File: config.mk
export PLATFORM = sky130hd
export DESIGN_NAME = crypto_input_arbiter
export DESIGN_NICKNAME = d
export VERILOG_FILES = /design/src/rtl/crypto_input_arbiter.sv
export SDC_FILE = /design/constraint.sdc
export NUM_CORES = 1
export LEC_CHECK = 0
export CORE_AREA = 2 2 516 518
export DETAILED_ROUTE_END_ITERATION = 6
export DIE_AREA = 0 0 518 520
export GPL_TIMING_DRIVEN = 0
export PLACE_DENSITY = 0.3
export SETUP_SLACK_MARGIN = 0.3
export SYNTH_ARGS = -nofsm -noshare
export SYNTH_HDL_FRONTEND = slang
export SYNTH_SLANG_ARGS = --single-unit
File: constraint.sdc
create_clock -name axis_aclk -period 1.4 [get_ports axis_aclk]
set_input_delay 0.14 -clock axis_aclk [delete_from_list [all_inputs] [get_ports axis_aclk]]
set_output_delay 0.14 -clock axis_aclk [all_outputs]
set_load 0.02 [all_outputs]
File: src/rtl/crypto_input_arbiter.sv
// Packet-granularity round-robin arbiter feeding two AXI4-Stream requesters into one crypto stream.
// Optional per-requester packet counters are enabled by defining CRYPTO_ARB_STATS_EN.
module crypto_input_arbiter #(
   parameter int C_AXIS_DATA_WIDTH  = 256,
   parameter int C_AXIS_TUSER_WIDTH = 128
) (
   input  logic                             axis_aclk,
   input  logic                             axis_reset,

   input  logic [C_AXIS_DATA_WIDTH-1:0]     s0_axis_tdata,
   input  logic [C_AXIS_DATA_WIDTH/8-1:0]   s0_axis_tkeep,
   input  logic [C_AXIS_TUSER_WIDTH-1:0]    s0_axis_tuser,
   input  logic                             s0_axis_tvalid,
   output logic                             s0_axis_tready,
   input  logic                             s0_axis_tlast,

   input  logic [C_AXIS_DATA_WIDTH-1:0]     s1_axis_tdata,
   input  logic [C_AXIS_DATA_WIDTH/8-1:0]   s1_axis_tkeep,
   input  logic [C_AXIS_TUSER_WIDTH-1:0]    s1_axis_tuser,
   input  logic                             s1_axis_tvalid,
   output logic                             s1_axis_tready,
   input  logic                             s1_axis_tlast,

   output logic [C_AXIS_DATA_WIDTH-1:0]     m_axis_tdata,
   output logic [C_AXIS_DATA_WIDTH/8-1:0]   m_axis_tkeep,
   output logic [C_AXIS_TUSER_WIDTH-1:0]    m_axis_tuser,
   output logic                             m_axis_tvalid,
   input  logic                             m_axis_tready,
   output logic                             m_axis_tlast,

   input  logic                             stats_clear,
   output logic [31:0]                      pkt_cnt0,
   output logic [31:0]                      pkt_cnt1
);

   typedef enum logic {
      IDLE  = 1'b0,
      GRANT = 1'b1
   } state_t;

   state_t state_q;
   logic   sel_q;
   logic   last_served_q;

   logic   granted;
   logic   beat_accept;
   logic   tlast_accept;

   // Outputs are forced quiet while reset is held, even if the old grant is still registered.
   assign granted = (state_q == GRANT) && !axis_reset;

   assign m_axis_tdata  = sel_q ? s1_axis_tdata  : s0_axis_tdata;
   assign m_axis_tkeep  = sel_q ? s1_axis_tkeep  : s0_axis_tkeep;
   assign m_axis_tuser  = sel_q ? s1_axis_tuser  : s0_axis_tuser;
   assign m_axis_tlast  = sel_q ? s1_axis_tlast  : s0_axis_tlast;
   assign m_axis_tvalid = granted && (sel_q ? s1_axis_tvalid : s0_axis_tvalid);

   assign s0_axis_tready = granted && !sel_q && m_axis_tready;
   assign s1_axis_tready = granted &&  sel_q && m_axis_tready;

   assign beat_accept  = m_axis_tvalid && m_axis_tready;
   assign tlast_accept = beat_accept && m_axis_tlast;

   // NOTE: sequential state uses non-blocking assignments so every flop samples pre-edge values.
   always_ff @(posedge axis_aclk) begin
      if (axis_reset) begin
         state_q       <= IDLE;
         sel_q         <= 1'b0;
         last_served_q <= 1'b1;
      end else begin
         case (state_q)
            IDLE: begin
               if (s0_axis_tvalid || s1_axis_tvalid) begin
                  state_q <= GRANT;
                  sel_q   <= (s0_axis_tvalid && s1_axis_tvalid) ? !last_served_q : s1_axis_tvalid;
               end
            end
            GRANT: begin
               if (tlast_accept) begin
                  last_served_q <= sel_q;
                  state_q       <= IDLE;
               end
            end
            default: state_q <= IDLE;
         endcase
      end
   end

`ifdef CRYPTO_ARB_STATS_EN
   logic [31:0] pkt_cnt0_q;
   logic [31:0] pkt_cnt1_q;

   // Clear takes priority over a coincident end-of-packet increment.
   always_ff @(posedge axis_aclk) begin
      if (axis_reset || stats_clear) begin
         pkt_cnt0_q <= 32'd0;
         pkt_cnt1_q <= 32'd0;
      end else if (tlast_accept) begin
         if (sel_q) pkt_cnt1_q <= pkt_cnt1_q + 32'd1;
         else       pkt_cnt0_q <= pkt_cnt0_q + 32'd1;
      end
   end

   assign pkt_cnt0 = pkt_cnt0_q;
   assign pkt_cnt1 = pkt_cnt1_q;
`else
   logic stats_unused;
   assign stats_unused = stats_clear;
   assign pkt_cnt0     = 32'd0;
   assign pkt_cnt1     = 32'd0;
`endif

   a_single_ready: assert property (@(posedge axis_aclk) !(s0_axis_tready && s1_axis_tready));

   a_grant_held: assert property (@(posedge axis_aclk) disable iff (axis_reset)
      (state_q == GRANT && !tlast_accept) |=> (state_q == GRANT && $stable(sel_q)));

endmodule

# Word-level counts from Yosys, hierarchy flattened
# Index checks and enable logic that the tools add are counted.
# totals
register_bits	3
out_inout_bits	484
# classes
bitwise_logic	1
muxes	9
reduce_logical	15
# ops
op	count
256-bit 2-to-1 mux	1
128-bit 2-to-1 mux	1
32-bit 2-to-1 mux	1
1-bit logical AND	9
1-bit 2-to-1 mux	5
2-bit AND reduction	2
1-bit zero test	3
1-bit one-hot mux with 2 select lines	1
1-bit logical OR	1
1-bit NOT	1

# Longest topological paths before layout
# depth
depth_word	7
mapped_depth	5
depth_no_buf	3

# Least setup slack after synthesis
# Ideal clock, no wire load.
# synth_timing
path_kind	register to output
from	register sel_q
to	output m_axis_tvalid
n_path_buf	1
setup_slack_ps	118
t_arrival_ps	1142
required_ps	1260
path_stages_with_launch	4
cell_sequence	dfxtp_1 -> buf_6 -> mux2i_2 -> nor3b_1
# synth_via
elab_chain_len	2
# synth_rtl
item	line_no	text
start: declaration	42	logic sel_q;
start signal: assignment	75	sel_q <= (s0_axis_tvalid && s1_axis_tvalid) ? !last_served_q : s1_axis_tvalid;
1-bit 2-to-1 mux	56	assign m_axis_tvalid = granted && (sel_q ? s1_axis_tvalid : s0_axis_tvalid);
1-bit logical AND	56	
end: declaration	27	output logic m_axis_tvalid,
# Every way passes these cells.

# Final worst setup path
# layout_timing
from	register sel_q
to	output m_axis_tdata[170]
# layout_via
elab_chain_len	1
# layout_rtl
item	line_no	text
256-bit 2-to-1 mux	52	assign m_axis_tdata = sel_q ? s1_axis_tdata : s0_axis_tdata;
end: declaration	24	output logic [C_AXIS_DATA_WIDTH-1:0] m_axis_tdata,
# Every way passes these cells.

==> run_results.csv <==
group,metric,value,unit
routing,wirelength,191200,microns
routing,via_count,12410,
finish,nNetsFinal,2953,
sta,setup_viol,423,
worst_setup_path,crit_path_max_fanout,7,
sta,finalCritPeriodShare,156.3,%
finish,areaGrowthSynthToFinish,280.8,%
floorplanning,initial_core_util,2.936,%
clocking,cts_root_buf,"clkbuf_16",
global_routing,grt_max_degree,11,
power,total_power,12.55,mW
hold_path,hp-class,"reg2reg",
worst_setup_path,crit_type,"reg2out",
floorplanning,die_w,518,microns
routing,firstDrtPassIters,4,
yosys,async_flop_share,0,%
yosys,synth_edf_count,0,
clocking,clk_pin_slew_worst_paths,0.03,ns
sta,rsz0062_at_grt,"true",
yosys,synthTopCellsByArea,"mux2_4 (77%), buf_12 (11%), buf_4 (6.4%)",
worst_setup_path,reg2reg_depth,9,
finish,layout.cells.non_filler,5704,
worst_setup_path,cp.required,1.26,ns
floorplanning,die_h,520,microns
sta,worst_slack,-0.7889,ns
placed_design,gp_congestion,0.9715,
global_routing,grt_pass1_vias,11900,
sta,drv_slew,0,
finish,drive_gt1_share,56.58,%
routing,wire_per_inst,33.52,microns
worst_setup_path,endpoint,"m_axis_tdata[170]",
sta,period_needed,2.189,ns
clocking,cts_buffers,3,
finish,fill_cells,30320,
yosys,syn_inst,551,
placed_design,hpwl,176800,microns
placed_design,port_buffers,1258,
run_status,status,"finished with violations",
worst_setup_path,critPathCaptureType,"primary output",
routing,via_per_inst,2.176,
sta,fmax,456.9,MHz
worst_setup_path,timing.rr.end,"last_served_q",
yosys,synth_top_flop_cell,"dfxtp_1",
sta,finalHoldViolCount,0,
yosys,syn_area_per_cell,14.06,sq um
run,cap_violations,0,
clocking,clockBufferDepth,2,
worst_setup_path,start_kind,"register",
yosys,ys_seq_elements,3,
worst_setup_path,worstSetupStartpoint,"sel_q",
clocking,cts.sinks,3,
floorplanning,dieArea,269400,sq um
yosys,synth_area,7747,sq um
clocking,clock_latency,0.22,ns
yosys,yosysSeqAreaShare,0.7752,%
floorplanning,core,263900,sq um
run_status,violations,"negative setup slack",
global_routing,grt_usage,13.50,%
routing,dr.first_iter.drc_count,574,
yosys,synth_largest_area_cell,"mux2_4",
worst_setup_path,cp_data_arrival_time,2.05,ns
sta,skew,0.002090,ns
worst_setup_path,rrSetupSlack,-0.15,ns
global_routing,antenna_found_initial,274,
yosys,yosysWarnings,0,
yosys,synth_cell_types,20,
routing,drc,0,
global_routing,grt_pass1_wl,216100,microns
global_routing,grt-ovfl-total,0,
yosys,yosysTopAreaCellShare,76.94,%
floorplanning,row_count,189,
placed_design,placed_cells,5405,
power,power_leakage,11.59,nW
power,p_per_area,425.3,nW/um^2
finish,final_area,29500,sq um
power,peakVddDrop,0.2278,mV
clocking,cts_tree,"yes",
floorplanning,ios,1324,
finish,final_core_util,11.18,%
routing,ant_nets,0,
worst_setup_path,r2r_start,"sel_q",
clocking,cts_max_level,1,
placed_design,placedInstanceArea,25060,sq um
[registers in the layout, summed over array words and instances (netlist names)]
register and flops:
state_q 1, sel_q 1, last_served_q 1
[critical path, stage by stage (launching register included)]
cell,delay (ns)
dfxtp_4,0.35
buf_12,0.14
buf_12,0.12
buf_16,0.15
buf_12,0.14
buf_16,0.12
buf_8,0.12
buf_8,0.12
buf_6,0.11
mux2_4,0.30
buf_6,0.14
[per-stage QoR]
step,hold slack (ns),setup WS [ns],TNS (ns)
final,0.5098,-0.7889,-243.76
after global routing,0.5376,-0.8286,-260.21
after CTS,0.5113,-0.9028,-260.45
after detailed placement,0.5077,-1.238,-313.80
after global placement,0.4951,-1.242,-314.53
after floorplan,0.2017,0.1497,0
[worst min-delay path by stage]
| stage | from | to | slack (ns) | cells after the start |
|---|---|---|---|---|
| floorplan | axis_reset | sel_q | 0.20 | 1 |
| global placement | last_served_q | last_served_q | 0.50 | 2 |
| detailed placement | last_served_q | last_served_q | 0.51 | 2 |
| CTS | last_served_q | last_served_q | 0.51 | 2 |
| global route | last_served_q | last_served_q | 0.54 | 2 |
| finish | last_served_q | last_served_q | 0.51 | 2 |
[layer usage]
| metal | wire, microns | vias up | global-route usage, % | part of all wire [%] |
|---|---|---|---|---|
| met5 | 1622 | - | 0 | 0.85 |
| met2 | 85000 | 1199 | 21.87 | 44 |
| met3 | 30440 | 454 | 9.829 | 16 |
| met4 | 4195 | 222 | 1.494 | 2.2 |
| li1 | - | 5135 | - | - |
| met1 | 69960 | 5400 | 14.53 | 37 |
[logic make-up (layout without fill, tap and decap cells)]
group	count (synthesis)	count (layout)	share of synthesized area, %
mux	418	418	80.01
buf+inv	115	1613	18.04
simple gates	10	10	0.6783
compound gates	4	4	0.4521
flops	3	3	0.7752
other cells	1	123	0.04840
[cell type report]
cell class	count	area [sq um]	share of cell area (%)
Timing Repair Buffer	1494	16600	56.26
Multi-Input combinational cell	496	6596	22.36
Tap cell	3533	4420	14.98
Buffer	111	1579	5.352
Antenna cell	59	147.6	0.5005
Clock buffer	4	78.83	0.2672
Sequential cell	3	63.81	0.2163
Inverter	4	17.52	0.05938
[where the power goes]
group	internal [mW]	switching, mW	total (mW)
combinational	6.79	5.22	12.0
clock	0.375	0.0718	0.447
sequential	0.0902	0.00607	0.0963
[timing repair]
action,4_1_cts,5_1_grt
setup buffers,130,77
resized for setup,2194,871
cloned,20,9
endpoints found under the setup margin,423,423
hold buffers,0,0
[placed cells by master (no fill, tap or decap), types with 2 or more instances in the layout]
cell type,n
nand3b_1,2
buf_12,87
buf_16,41
clkbuf_16,12
buf_6,406
mux2_2,7
dfxtp_1,2
conb_1,64
buf_8,67
inv_1,2
nor3_1,3
clkbuf_2,2
mux2_4,409
clkdlybuf4s50_1,838
diode_2,59
buf_4,129
buf_2,25
nand2_1,2
[cell usage after synthesis (2+ instances only)]
master / number
mux2_4: 397
nand2_1: 2
inv_1: 4
dfxtp_1: 3
mux2_2: 19
nor3_1: 3
nand3b_1: 2
buf_12: 43
nor2_1: 2
buf_4: 66
(Power assumes the default switching activity.)
